$ cat config.mk
export PLATFORM = sky130hd
export DESIGN_NAME = fifo_wr_arbiter
export DESIGN_NICKNAME = d
export VERILOG_FILES = /design/src/rtl/fifo_wr_arbiter.sv
export SDC_FILE = /design/constraint.sdc
export NUM_CORES = 1
export LEC_CHECK = 0
export ABC_AREA = 0
export CAP_MARGIN = 0
export CORE_AREA = 2 2 57 59
export CTS_CLUSTER_SIZE = 8
export DETAILED_ROUTE_END_ITERATION = 12
export DIE_AREA = 0 0 59 61
export DONT_BUFFER_PORTS = 1
export PLACE_DENSITY_LB_ADDON = 0.15
export SLEW_MARGIN = 0
export SYNTH_ARGS = -nofsm -noshare
export SYNTH_HDL_FRONTEND = slang
export SYNTH_SLANG_ARGS = --single-unit
$ cat constraint.sdc
create_clock -name clk -period 4.2 [get_ports clk]
set_input_delay 1.05 -clock clk [delete_from_list [all_inputs] [get_ports clk]]
set_output_delay 1.05 -clock clk [all_outputs]
set_load 0.02 [all_outputs]
$ cat src/rtl/fifo_wr_arbiter.sv
// Round-robin write-port arbiter for a single sync_fifo with burst locking.
// The granted producer owns the FIFO write port until it ends its burst or hits MAX_BURST beats.
module fifo_wr_arbiter #(
  parameter int NUM_REQ   = 4,
  parameter int WIDTH     = 16,
  parameter int MAX_BURST = 8
) (
  input  logic                     clk,
  input  logic                     rstn,
  input  logic [NUM_REQ-1:0]       req_valid,
  input  logic [NUM_REQ-1:0]       req_last,
  input  logic [NUM_REQ*WIDTH-1:0] req_data,
  output logic [NUM_REQ-1:0]       req_ready,
  input  logic                     fifo_full,
  output logic                     fifo_w_en,
  output logic [WIDTH-1:0]         fifo_data_in,
  output logic [NUM_REQ-1:0]       gnt_onehot,
  output logic                     busy
);

  localparam int IDW = (NUM_REQ > 1) ? $clog2(NUM_REQ) : 1;
  localparam int CW  = $clog2(MAX_BURST + 1);

  localparam logic [0:0] ST_IDLE  = 1'b0;
  localparam logic [0:0] ST_BURST = 1'b1;

  localparam logic [IDW-1:0] LAST_RST = IDW'(NUM_REQ - 1);
  localparam logic [CW-1:0]  CNT_END  = CW'(MAX_BURST - 1);

  logic [0:0]     state_q, state_d;
  logic [IDW-1:0] gnt_id_q, gnt_id_d;
  logic [IDW-1:0] last_gnt_q, last_gnt_d;
  logic [CW-1:0]  beat_cnt_q, beat_cnt_d;

  logic             sel_valid;
  logic             sel_last;
  logic [WIDTH-1:0] sel_data;
  logic             any_valid;
  logic [IDW-1:0]   pick_id;
  logic             accept;
  logic             burst_done;

  always_comb begin
    sel_valid = 1'b0;
    sel_last  = 1'b0;
    sel_data  = '0;
    for (int i = 0; i < NUM_REQ; i++) begin
      if (gnt_id_q == IDW'(i)) begin
        sel_valid = req_valid[i];
        sel_last  = req_last[i];
        sel_data  = req_data[i*WIDTH +: WIDTH];
      end
    end
  end

  // Scan offsets from farthest to nearest so the first valid after last_gnt wins.
  always_comb begin
    any_valid = |req_valid;
    pick_id   = '0;
    for (int k = NUM_REQ; k >= 1; k--) begin
      for (int j = 0; j < NUM_REQ; j++) begin
        if (req_valid[j] && (j == ((int'(last_gnt_q) + k) % NUM_REQ))) begin
          pick_id = IDW'(j);
        end
      end
    end
  end

  assign busy       = (state_q == ST_BURST);
  assign accept     = busy & sel_valid & ~fifo_full;
  assign burst_done = accept & (sel_last | (beat_cnt_q == CNT_END));

  always_comb begin
    state_d    = state_q;
    gnt_id_d   = gnt_id_q;
    last_gnt_d = last_gnt_q;
    beat_cnt_d = beat_cnt_q;
    case (state_q)
      ST_IDLE: begin
        if (any_valid) begin
          gnt_id_d   = pick_id;
          beat_cnt_d = '0;
          state_d    = ST_BURST;
        end
      end
      ST_BURST: begin
        if (burst_done) begin
          last_gnt_d = gnt_id_q;
          beat_cnt_d = '0;
          state_d    = ST_IDLE;
        end else if (accept) begin
          beat_cnt_d = beat_cnt_q + CW'(1);
        end
      end
      default: state_d = ST_IDLE;
    endcase
  end

  always_ff @(posedge clk or negedge rstn) begin
    if (!rstn) begin
      state_q    <= ST_IDLE;
      gnt_id_q   <= '0;
      last_gnt_q <= LAST_RST;
      beat_cnt_q <= '0;
    end else begin
      state_q    <= state_d;
      gnt_id_q   <= gnt_id_d;
      last_gnt_q <= last_gnt_d;
      beat_cnt_q <= beat_cnt_d;
    end
  end

  always_comb begin
    req_ready  = '0;
    gnt_onehot = '0;
    for (int i = 0; i < NUM_REQ; i++) begin
      if (busy && (gnt_id_q == IDW'(i))) begin
        gnt_onehot[i] = 1'b1;
        req_ready[i]  = ~fifo_full;
      end
    end
  end

  assign fifo_w_en    = accept;
  assign fifo_data_in = busy ? sel_data : '0;

endmodule

==> reports/qor.csv <==
stage,metric,value,unit
worst_hold_path,Hold WC Path Type,primary input to async pin,
power,PD cells,760,nW/µm²
timing,TNS Setup,0,ps
cells_and_area,fin area,1200,µm²
placement,Port Buf Inserts,0,
grt,initial antenna violation count,0,
clock_tree,Num CTS Buffers,3,
cells_and_area,# diodes,0,
cells_and_area,"commonest non-fill, non-tap cell in the layout",and2_1,
clock_tree,worst-case clock buffer depth,2,
cells_and_area,final-stage net count,179,
floorplanning,chip height,61,µm
placement,GPL Wtd Cong,0.716,
floorplanning,I/O pins,101,
timing,Slew HR,32.2,%
floorplanning,DIE AREA,3600,µm²
cells_and_area,ratio of cells with drive above 1 in the final layout,24.5,%
timing,Fmax achieved,310,MHz
cells_and_area,fillers,278,
grt,"Remaining Overflow, GRT",0,
logic_synthesis,complex-gate fraction of the synthesized area,9.47,%
logic_synthesis,Seq cells post-synth,9,
cells_and_area,Final Util,40.6,%
placement,post-DP HPWL,2230,µm
floorplanning,FP Rows,20,
route,Post-Route WL,2690,µm
floorplanning,initial core utilization,39.4,%
logic_synthesis,simple-gate share of the synthesized area,24.3,%
worst_setup_path,"setup slack, reg-to-reg",2010,ps
route,detailed-route via count,913,
logic_synthesis,largest family of logic cells by synthesized area,multiplexers,
floorplanning,core area,2950,µm²
timing,Tcrit/Tclk final,76.9,%
clock_tree,total setup buffers inserted after CTS,0,
worst_setup_path,CP endpoint kind,output port,
worst_setup_path,critical path class,flop to output port,
logic_synthesis,Syn Nets,181,
clock_tree,clock latency at the later pin of the worst-skew pair,260,ps
grt,Overall Global Routing Usage,13.4,%
grt,maximum number of pins on one net before global-route repair,29,
logic_synthesis,Unique masters post-synth,36,
route,drt via density,6.76,
route,DRC,0,
worst_setup_path,startpoint class of the critical path,flop,
cells_and_area,"commonest cells after routing, fill and taps aside","and2_1 (17), mux4_2 (12), nand2_1 (8)",
timing,unrepaired setup endpoints after global routing,no,
placement,area post-placement,1170,µm²
clock_tree,clock sink count,9,
worst_setup_path,worst-path fanout max,22,
logic_synthesis,Post-Synth XOR/XNOR Area,0,%
worst_setup_path,CP required,3150,ps
clock_tree,CTS tree,built,
logic_synthesis,Synth Area per Inst,11.1,µm²
timing,Fin. Hold Viols,0,
cells_and_area,Synth-to-Final Area Change,3.01,%
power,static leakage,0.473,nW
clock_tree,cts repair resizes,0,
run,maxcap violations,0,
route,Detailed Route Iter0 Violations,29,
clock_tree,"Clk pin slew, worst setup/hold paths",70,ps
worst_setup_path,Reg2Reg Depth,5,
timing,Layout Skew,3.34,ps
timing,fin. max-slew vios,0,
clock_tree,Root Driver,clkbuf_4,
run_status,status,finished clean,
route,first-pass detailed-route iteration total,4,
power,Peak VDD IR,0.261,mV
logic_synthesis,mux contribution to synthesized area,41.1,%
timing,worst-margin pin slew,1010,ps
logic_synthesis,Adder-Cell Fraction of Synth Area,1.08,%
logic_synthesis,synthesized netlist cell count,105,
logic_synthesis,warnings from Yosys,0,
grt,first-pass GRT wire length,3570,µm
logic_synthesis,sequential cell area fraction in the yosys report,19.6,%
timing,fin crit period,3230,ps
timing,final setup fails,0,
route,Antenna Nets Post-Route,0,
clock_tree,Post-CTS Hold Fix Bufs,0,
route,WL per Instance,19.9,µm
floorplanning,Die Span X,59,µm
worst_setup_path,CP arrival,2180,ps
logic_synthesis,Post-Syn Area,1160,µm²
grt,vias in the first global route,814,
clock_tree,H-tree depth,1,
## where the power goes
| part | leakage, nW | switching (mW) | internal (mW) |
|---|---|---|---|
| Sequential | 0.108 | 0.109 | 0.127 |
| Combinational | 0.350 | 0.321 | 0.285 |
| Clock | 0.0150 | 0.0315 | 0.0367 |
## critical path: stages, from the launching register on
cell     delay [ps]
dfrtp_1         780
inv_1           230
nor4_1          900
## metrics by stage
step                      hold WS [ps]  setup slack, ps  std cells  total power, mW
after floorplan                    495             1370        105            0.794
after global placement             520             1270        131            0.849
after detailed placement           529             1240        131            0.849
after CTS                          474              955        135            0.919
after global routing               457              795        135            0.977
final                              479              972        135            0.910
## final cells by class
| class | count | area, µm² | share of cell area, % |
|---|---|---|---|
| sequential | 9 | 228 | 19.0 |
| tap | 33 | 41.3 | 3.45 |
| timing repair buffer | 1 | 7.51 | 0.627 |
| multi-input combinational | 85 | 883 | 73.8 |
| inverter | 3 | 11.3 | 0.940 |
| clock buffer | 4 | 26.3 | 2.19 |
## final timing paths
| kind | start | end |
|---|---|---|
| worst max register to register | gnt_id_q[1] | last_gnt_q[1] |
| min in group clk | beat_cnt_q[3] | beat_cnt_q[3] |
| worst min-delay path | rstn | gnt_id_q[0] |
| worst min register to register | beat_cnt_q[3] | beat_cnt_q[3] |
| worst max-delay path | busy | req_ready[0] |
| max in group asynchronous | rstn | last_gnt_q[1] |
## sequential cells by signal (all words and copies together) (netlist names)
signal      cells
beat_cnt_q      4
gnt_id_q        2
last_gnt_q      2
busy            1
## per-layer routing
| layer | global-route usage, % | share of wire [%] | vias to the layer above |
|---|---|---|---|
| li1 | - | - | 408 |
| met1 | 13.9 | 34 | 440 |
| met2 | 25.9 | 53 | 63 |
| met3 | 4.05 | 12 | 2 |
| met4 | 3.90 | 0.41 | 0 |
| met5 | 0 | 0 | - |
## cells in the mapped netlist, drive strengths merged
master   number  area [µm²]
clkbuf        4        15.0
mux4         18         428
o21ai         1        5.00
nor2b         2        12.5
a31oi         1        21.3
a2111oi       1        8.76
nor3          3        15.0
a211o         1        8.76
a21o          1        7.51
nor3b         1        7.51
nor2          5        18.8
buf           4        25.0
a21boi        1        11.3
dfrtp         7         175
or3           1        6.26
or2           1        6.26
o221a         1        11.3
a21oi         2        10.0
dfstp         2        52.6
mux2          2        30.0
nand2b        3        26.3
a22o          3        26.3
and3b         1        8.76
nand2         8        30.0
and2         17         106
inv           3        11.3
nor4          2        12.5
nand3         4        20.0
mux2i         2        20.0
ha            1        12.5
and3          2        12.5
## cell families after synthesis
family | count (synthesis)
simple gates | 50
fa+ha+maj | 1
compound gates | 12
mux | 22
flops | 9
buf+inv | 11
Power figures use the tool's default switching activity.
